===== config.mk =====
export PLATFORM = sky130hd
export DESIGN_NAME = boruhatti_besleyici_flat
export DESIGN_NICKNAME = d
export VERILOG_FILES = /design/src/rtl/boruhatti_besleyici_pkg.sv /design/src/rtl/boruhatti_besleyici_if.sv /design/src/rtl/boruhatti_besleyici.sv /design/src/flat_wrapper.sv
export SDC_FILE = /design/constraint.sdc
export NUM_CORES = 1
export LEC_CHECK = 0
export ABC_AREA = 1
export BUFFER_PORTS_ARGS = -buffer_cell sky130_fd_sc_hd__buf_2
export CORE_ASPECT_RATIO = 1.1
export CORE_UTILIZATION = 51
export CTS_CLUSTER_DIAMETER = 80
export CTS_CLUSTER_SIZE = 28
export DETAILED_ROUTE_END_ITERATION = 16
export MAX_ROUTING_LAYER = met4
export PLACE_DENSITY_LB_ADDON = 0.25
export SYNTH_ARGS = -nofsm -noshare
export SYNTH_HDL_FRONTEND = slang
export SYNTH_SLANG_ARGS = --single-unit

===== constraint.sdc =====
create_clock -name clk -period 1.6 [get_ports clk]
set_input_delay 0.32 -clock clk [delete_from_list [all_inputs] [get_ports clk]]
set_output_delay 0.32 -clock clk [all_outputs]
set_load 0.1 [all_outputs]

===== src/rtl/boruhatti_besleyici_pkg.sv =====
// Shared constants, FSM state type and sum-width helper for the
// serial-to-parallel operand feeder of the pipelined adder.
package boruhatti_pkg;

  localparam int OPERAND_ADET = 8;
  localparam int INDEX_W      = 3;

  typedef enum logic {
    BOS,
    TOPLA
  } durum_t;

  // Eight N-bit unsigned operands sum without overflow in N+3 bits.
  function automatic int toplam_w(input int n);
    return n + 3;
  endfunction

endpackage


===== src/rtl/boruhatti_besleyici_if.sv =====
// Operand stream and parallel batch bus of boruhatti_besleyici.
// master = stream producer / batch consumer, slave = the feeder block.
interface boruhatti_besleyici_if #(
  parameter int N = 8
);
  import boruhatti_pkg::*;

  logic [N-1:0]             veri_giris;
  logic                     veri_etkin;
  logic                     veri_hazir;
  logic                     temizle;
  logic [N-1:0]             sayi1;
  logic [N-1:0]             sayi2;
  logic [N-1:0]             sayi3;
  logic [N-1:0]             sayi4;
  logic [N-1:0]             sayi5;
  logic [N-1:0]             sayi6;
  logic [N-1:0]             sayi7;
  logic [N-1:0]             sayi8;
  logic                     giris_etkin;
  logic [toplam_w(N)-1:0]   beklenen_toplam;

  modport master (
    output veri_giris, veri_etkin, temizle,
    input  veri_hazir, sayi1, sayi2, sayi3, sayi4, sayi5, sayi6, sayi7, sayi8,
    input  giris_etkin, beklenen_toplam
  );

  modport slave (
    input  veri_giris, veri_etkin, temizle,
    output veri_hazir, sayi1, sayi2, sayi3, sayi4, sayi5, sayi6, sayi7, sayi8,
    output giris_etkin, beklenen_toplam
  );

endinterface


===== src/rtl/boruhatti_besleyici.sv =====
// boruhatti_besleyici: collects a serial operand stream into batches of
// eight, issues them in parallel with a one-cycle giris_etkin pulse and
// the exact reference sum for checking the downstream adder.
// Optional macro BORUHATTI_BESLEYICI_SAYAC_EN adds a 16-bit batch counter
// output paket_sayisi.
module boruhatti_besleyici
  import boruhatti_pkg::*;
#(
  parameter int N = 8
) (
  input  logic                  clk,
  input  logic                  rst_n,
  boruhatti_besleyici_if.slave  bus
`ifdef BORUHATTI_BESLEYICI_SAYAC_EN
  ,
  output logic [15:0]           paket_sayisi
`endif
);

  localparam int SW = toplam_w(N);

  durum_t              durum_q, durum_d;
  logic [INDEX_W-1:0]  idx_q, idx_d;
  logic [SW-1:0]       acc_q, acc_d;
  logic [SW-1:0]       acc_toplam;
  logic [SW-1:0]       din_ext;
  logic                kabul;
  logic                ver;

  logic [N-1:0]        buf_p0  [OPERAND_ADET];
  logic [N-1:0]        sayi_p1 [OPERAND_ADET];
  logic [SW-1:0]       toplam_p1;
  logic                vld_p1;

  assign bus.veri_hazir = rst_n & ~bus.temizle;
  assign kabul          = bus.veri_etkin & bus.veri_hazir;
  assign din_ext        = {{(SW-N){1'b0}}, bus.veri_giris};
  // Slot 1 (state BOS) restarts the running sum from the incoming operand.
  assign acc_toplam     = (durum_q == BOS) ? din_ext : acc_q + din_ext;

  // Next-state logic: fill index, running sum and batch-complete strobe.
  always_comb begin
    durum_d = durum_q;
    idx_d   = idx_q;
    acc_d   = acc_q;
    ver     = 1'b0;
    if (bus.temizle) begin
      durum_d = BOS;
      idx_d   = '0;
      acc_d   = '0;
    end else if (kabul) begin
      if (idx_q == INDEX_W'(OPERAND_ADET - 1)) begin
        ver     = 1'b1;
        durum_d = BOS;
        idx_d   = '0;
        acc_d   = '0;
      end else begin
        durum_d = TOPLA;
        idx_d   = idx_q + INDEX_W'(1);
        acc_d   = acc_toplam;
      end
    end
  end

  // Control state register.
  always_ff @(posedge clk or negedge rst_n) begin
    if (!rst_n) begin
      durum_q <= BOS;
      idx_q   <= '0;
      acc_q   <= '0;
    end else begin
      durum_q <= durum_d;
      idx_q   <= idx_d;
      acc_q   <= acc_d;
    end
  end

  // Stage p0: collection buffer, written in arrival order; only slots
  // 1..7 are read back, the 8th operand goes straight to the outputs.
  always_ff @(posedge clk) begin
    if (kabul) begin
      buf_p0[idx_q] <= bus.veri_giris;
    end
  end

  // Stage p1: issued batch, held until the next batch completes.
  always_ff @(posedge clk or negedge rst_n) begin
    if (!rst_n) begin
      for (int i = 0; i < OPERAND_ADET; i++) begin
        sayi_p1[i] <= '0;
      end
      toplam_p1 <= '0;
      vld_p1    <= 1'b0;
    end else begin
      vld_p1 <= ver;
      if (ver) begin
        for (int i = 0; i < OPERAND_ADET - 1; i++) begin
          sayi_p1[i] <= buf_p0[i];
        end
        sayi_p1[OPERAND_ADET-1] <= bus.veri_giris;
        toplam_p1               <= acc_toplam;
      end
    end
  end

  assign bus.sayi1           = sayi_p1[0];
  assign bus.sayi2           = sayi_p1[1];
  assign bus.sayi3           = sayi_p1[2];
  assign bus.sayi4           = sayi_p1[3];
  assign bus.sayi5           = sayi_p1[4];
  assign bus.sayi6           = sayi_p1[5];
  assign bus.sayi7           = sayi_p1[6];
  assign bus.sayi8           = sayi_p1[7];
  assign bus.giris_etkin     = vld_p1;
  assign bus.beklenen_toplam = toplam_p1;

`ifdef BORUHATTI_BESLEYICI_SAYAC_EN
  // Batch counter, advancing together with each giris_etkin pulse.
  always_ff @(posedge clk or negedge rst_n) begin
    if (!rst_n) begin
      paket_sayisi <= '0;
    end else if (ver) begin
      paket_sayisi <= paket_sayisi + 16'd1;
    end
  end
`endif

endmodule


===== src/flat_wrapper.sv =====
// flat-port wrapper written by rule: the top's interface ports become plain ports
module boruhatti_besleyici_flat import boruhatti_pkg::*;
#(
  parameter int N = 8
)
  (clk, rst_n, bus_veri_giris, bus_veri_etkin, bus_temizle, bus_veri_hazir, bus_sayi1, bus_sayi2, bus_sayi3, bus_sayi4, bus_sayi5, bus_sayi6, bus_sayi7, bus_sayi8, bus_giris_etkin, bus_beklenen_toplam);
  boruhatti_besleyici_if #(.N(N)) bus_i ();
  input  logic clk;
  input  logic rst_n;
  input wire logic [$bits(bus_i.veri_giris)-1:0] bus_veri_giris;
  input wire logic [$bits(bus_i.veri_etkin)-1:0] bus_veri_etkin;
  input wire logic [$bits(bus_i.temizle)-1:0] bus_temizle;
  output wire logic [$bits(bus_i.veri_hazir)-1:0] bus_veri_hazir;
  output wire logic [$bits(bus_i.sayi1)-1:0] bus_sayi1;
  output wire logic [$bits(bus_i.sayi2)-1:0] bus_sayi2;
  output wire logic [$bits(bus_i.sayi3)-1:0] bus_sayi3;
  output wire logic [$bits(bus_i.sayi4)-1:0] bus_sayi4;
  output wire logic [$bits(bus_i.sayi5)-1:0] bus_sayi5;
  output wire logic [$bits(bus_i.sayi6)-1:0] bus_sayi6;
  output wire logic [$bits(bus_i.sayi7)-1:0] bus_sayi7;
  output wire logic [$bits(bus_i.sayi8)-1:0] bus_sayi8;
  output wire logic [$bits(bus_i.giris_etkin)-1:0] bus_giris_etkin;
  output wire logic [$bits(bus_i.beklenen_toplam)-1:0] bus_beklenen_toplam;
  assign bus_i.veri_giris = bus_veri_giris;
  assign bus_i.veri_etkin = bus_veri_etkin;
  assign bus_i.temizle = bus_temizle;
  assign bus_veri_hazir = bus_i.veri_hazir;
  assign bus_sayi1 = bus_i.sayi1;
  assign bus_sayi2 = bus_i.sayi2;
  assign bus_sayi3 = bus_i.sayi3;
  assign bus_sayi4 = bus_i.sayi4;
  assign bus_sayi5 = bus_i.sayi5;
  assign bus_sayi6 = bus_i.sayi6;
  assign bus_sayi7 = bus_i.sayi7;
  assign bus_sayi8 = bus_i.sayi8;
  assign bus_giris_etkin = bus_i.giris_etkin;
  assign bus_beklenen_toplam = bus_i.beklenen_toplam;
  boruhatti_besleyici #(.N(N)) u_core (.clk(clk), .rst_n(rst_n), .bus(bus_i));
endmodule

* Yosys cells after proc, flatten, opt, wreduce, memory -nomap -nowiden
Memories as Yosys holds them, arrays and structs flattened. A register that Yosys moved wholly into a read port is not among the register bits. Cells that the tools add are included.
Storage, ports and cells: memories kept 1, bits in writable memories 64, register bits after elaboration 35, output and inout bits 77, logic and storage cells 36
Memory list:
- u_core.buf_p0 | words 8, bits a word 8, rd ports 7, clocked after memory_dff 7, write ports 1, line boruhatti_besleyici.sv:30 | logic [N-1:0] buf_p0 [OPERAND_ADET];
Cells by class: reduce and logical (&&, ||, !) cells 8, eq/ne operators 1, bitwise logic cells 3, add/subtract/negate cells 2, mux-type cells 15
Operators with widths (count):
- two-way mux 11 bit | 4
- adder 11 x 8 -> 11 bit | 1
- two-way mux 3 bit | 3
- two-way mux 1 bit | 8
- logical NOT 1 bit | 7
- adder 3 x 1 -> 3 bit (second input constant) | 1
- equality test 3 bit (second input constant) | 1
- AND 1 bit | 2
- nonzero test 2 bit | 1
- inverter 1 bit | 1

* Depth between registers and ports, before layout
depth in word-level cells 5, mapped depth 10

* Least setup slack after synthesis
OpenSTA, ideal clock, no wires.
path kind input -> register, from input rst_n, to memory u_core.buf_p0[6][0] (enable), data required time 1.217 ns, setup time 0.383 ns, path slack -0.656 ns, buffers on the path 0, arrival 1.873 ns, stages 6, path through inv_1 > nor2_4 > nand2_4 > inv_2 > nand2_1 > nor3_1
On the way: word-level cells in the longest chain between the ends 4
Ends and longest elaborated chain:
- start, declared | line flat_wrapper.sv:9 | input logic rst_n;
- AND 1 bit | line boruhatti_besleyici.sv:35 | assign bus.veri_hazir = rst_n & ~bus.temizle;
- net bus_veri_hazir | line flat_wrapper.sv:13 | output wire logic [$bits(bus_i.veri_hazir)-1:0] bus_veri_hazir;
- AND 1 bit | line boruhatti_besleyici.sv:36 | assign kabul = bus.veri_etkin & bus.veri_hazir;
- two-way mux 1 bit | line boruhatti_besleyici.sv:81 | if (kabul) begin
- two-way mux 1 bit (implied by the code) | line boruhatti_besleyici.sv:82 | buf_p0[idx_q] <= bus.veri_giris;
- end, declared | line boruhatti_besleyici.sv:30
The timed path passes the listed nets, and every way through them passes these cells.

* Final worst setup path
from register u_core.acc_q[0], to register u_core.acc_q[2]
On the way: word-level cells in the longest chain between the ends 5
Ends and longest elaborated chain:
- start, declared | line boruhatti_besleyici.sv:24 | logic [SW-1:0] acc_q, acc_d;
- start signal, assigned | line boruhatti_besleyici.sv:70 | acc_q <= '0;
- start signal, assigned | line boruhatti_besleyici.sv:74 | acc_q <= acc_d;
- adder 11 x 8 -> 11 bit | line boruhatti_besleyici.sv:39 | assign acc_toplam = (durum_q == BOS) ? din_ext : acc_q + din_ext;
- two-way mux 11 bit | line boruhatti_besleyici.sv:39
- two-way mux 11 bit | line boruhatti_besleyici.sv:52 | if (idx_q == INDEX_W'(OPERAND_ADET - 1)) begin
- two-way mux 11 bit | line boruhatti_besleyici.sv:51 | end else if (kabul) begin
- two-way mux 11 bit | line boruhatti_besleyici.sv:47 | if (bus.temizle) begin
No other way between the ends. The select of a mux whose other input is x is not followed. A chain may end at the register's enable or synchronous reset.

==> flow_summary_export.csv <==
group,metric,value,unit
routing,routed_wl,13340,µm
clock_tree,numCtsBuffers,17,
synth,avgSynthCellArea,10.28,µm²
setup_path,max_stage_delay,0.38,ns
sta,slew_headroom,47.20,%
final_layout,drive_above_1_share,29.97,%
sta,finalSetupViolations,10,
power,power,8679,µW
synth,yosysSeqAreaShare,68.01,%
hold_path,worst_hold_path_type,"primary input to asynchronous set/reset pin",
synth,netlist_area,5821,µm²
outcome,status,"finished, violations left",
floorplan,die_w,103.9,µm
clock_tree,cts_buffer_depth,2,
sta,period_share,106.0,%
power,p_leak,0.003966,µW
sta,tightest_slew,0.7919,ns
placed_design,io_buffers,88,
routing,vias,4327,
final_layout,final_common_cell,"nand2_1",
global_routing,antenna_found_initial,0,
placed_design,dpl.hpwl,8591,µm
clock_tree,cts_max_level,4,
synth,synth_edf_count,56,
setup_path,endpoint_kind,"register",
floorplan,start_util,52.86,%
power,peakVddDrop,0.6655,mV
clock_tree,clk_latency,0.41,ns
sta,fin_ws,-0.09621,ns
synth,syn_inst,566,
sta,setup_tns,-0.6051,ns
setup_path,cp_cell_sequence,"ha_2, fa_2, buf_4, buf_6, nor2_2, o21ai_1, o21ai_1, o21ai_1",
sta,rsz0062_at_grt,"true",
final_layout,area_growth_syn_to_layout,31.58,%
global_routing,grt_pass1_wl,21390,µm
floorplan,ios,89,
setup_path,cp-startpoint,"u_core.acc_q[0]",
global_routing,grt_overflow_total,0,
synth,syn-num-nets,589,
global_routing,grt_max_degree,50,
floorplan,num_rows,40,
synth,async_flop_share,61.90,%
final_layout,layout_common_cells,"nand2_1 (269), dfrtp_1 (91), buf_2 (86)",
setup_path,crit_required,1.89,ns
placed_design,gp_congestion,0.8293,
sta,whs,0.1075,ns
setup_path,cp_slowest_cell,"dfrtp_1",
routing,avgRoutedWirePerCell,15.67,µm
routing,drt_iter0_markers,284,
global_routing,grt.total_usage,24.83,%
flow_run,cap_violations,0,
final_layout,antenna_cells,0,
setup_path,r2r-start,"u_core.acc_q[0]",
setup_path,critical_path_peak_fanout,2,
synth,yosysWarnings,0,
final_layout,final_area,7659,µm²
clock_tree,cts.clk_slew.worst_paths,0.06,ns
clock_tree,cts_sinks,147,
setup_path,path_buf_inv,2,
clock_tree,cts_tree,"built",
floorplan,fp.coreArea,11010,µm²
sta,finalClockSkew,0.009971,ns
clock_tree,cts_hold_buf,0,
setup_path,startpoint_type,"register",
setup_path,arrival,1.98,ns
placed_design,dpl-instance-area,6819,µm²
clock_tree,root_buffer,"clkbuf_16",
sta,fmax,589.6,MHz
synth,ys_seq_elements,147,
floorplan,fp.dieH,114.0,µm
setup_path,crit_top_cell,"o21ai_1",
routing,drc_errors,0,
sta,min_period,1.696,ns
synth,ys.flop_type,"dfrtp_1",
floorplan,die-area,11840,µm²
synth,post_synth_num_cell_types,32,
setup_path,critical_path.top_delay_family,"adder cells",
routing,via_per_inst,5.085,
global_routing,grt_pass1_vias,4362,
outcome,violations,"setup timing",
final_layout,num-nets-final,714,
sta,hold_viol_final,0,
power,p_per_area,1133,nW/µm²
setup_path,path_class,"register to register",
routing,drt_pass1_iterations,5,
routing,ant_nets,0,
sta,slew_violations,0,
-- registers in the layout, summed over array words and instances, names as in the netlist, 3 cells and up --
signal                      flops
u_core.acc_q                   11
u_core.buf_p0                  56
u_core.bus.beklenen_toplam     11
u_core.bus.sayi1                8
u_core.bus.sayi2                8
u_core.bus.sayi3                8
u_core.bus.sayi4                8
u_core.bus.sayi5                8
u_core.bus.sayi6                8
u_core.bus.sayi7                8
u_core.bus.sayi8                8
u_core.idx_q                    3
-- routing by layer --
layer  GRT usage, %  routed length, µm  part of all wire [%]  vias up
li1               -                  -                     -     2062
met1          30.37               5572                    42     2123
met2          39.91               6840                    51      124
met3          5.543                651                   4.9       18
met4          11.14                274                   2.1        0
met5              -                  0                     0        -
-- synth_stat cells (2+ instances only) --
master | instances | area (µm²)
inv_2 | 2 | 7.510
nor2_1 | 16 | 60.06
dfrtp_1 | 91 | 2277
or2_2 | 5 | 31.28
o21ai_1 | 5 | 25.02
nand3_1 | 23 | 115.1
buf_4 | 2 | 15.01
nand4_1 | 9 | 56.30
buf_2 | 14 | 70.07
inv_1 | 27 | 101.4
edfxtp_1 | 56 | 1682
nor2_4 | 2 | 22.52
o21ai_0 | 9 | 45.04
ha_1 | 10 | 125.1
a21oi_1 | 2 | 10.01
nand2_1 | 277 | 1040
-- metrics by stage --
| step | worst slack, ns | cells | utilization [%] |
|---|---|---|---|
| floorplan | -0.2748 | 566 | - |
| CTS | -0.07072 | 849 | 67.83 |
| detailed placement | -0.2123 | 816 | 61.93 |
| finish | -0.09621 | 851 | 69.56 |
| global placement | -0.1984 | 816 | 61.93 |
| global route | -0.1798 | 851 | 69.56 |
-- power breakdown --
group / switching [µW] / internal (µW) / total, µW
combinational: 507 / 222 / 730
sequential: 46.7 / 3970 / 4020
clock: 1500 / 2430 / 3930
total: 2060 / 6620 / 8680
-- cells by family after synthesis --
family | after synthesis | synth area share, %
XOR/XNOR | 2 | 0.3010
AO/OA/AOI/OAI | 20 | 1.892
buffers and inverters | 47 | 3.461
AND/OR/NAND/NOR | 339 | 23.84
flip-flops | 147 | 68.01
adder cells (fa/ha/maj) | 11 | 2.494
-- worst register-to-register path: stages (launching register included) --
cell	delay, ns
dfrtp_1	0.38
ha_2	0.19
fa_2	0.35
buf_4	0.14
buf_6	0.12
nor2_2	0.06
o21ai_1	0.07
o21ai_1	0.16
o21ai_1	0.11
-- path summary, 6_finish.rpt --
| check | depth (start not counted) | endpoint | slack (ns) |
|---|---|---|---|
| min in group clk | 4 | u_core.idx_q[1] | 0.30 |
| hold reg to reg | 2 | u_core.bus.sayi2[6] | 0.44 |
| setup / recovery | 8 | u_core.acc_q[2] | -0.1 |
| setup reg to reg | 8 | u_core.acc_q[2] | -0.1 |
| max in group asynchronous | 3 | u_core.bus.sayi1[6] | 0.80 |
| hold / removal | 2 | u_core.bus.sayi7[0] | 0.11 |
-- timing repair --
action,4_1_cts,5_1_grt
buffers inserted,1,3
pin swaps,4,15
gates resized for setup,9,38
endpoints found under the setup margin,9,84
-- cell type report --
type,count,area (µm²)
Sequential cell,147,3959
Inverter,29,128.9
Timing Repair Buffer,124,868.3
Multi-Input combinational cell,372,1917
Fill cell,819,3352
Tap cell,147,183.9
Clock buffer,23,511.7
Clock inverter,9,90.09
Note: power is estimated with default switching activity, not from simulation.
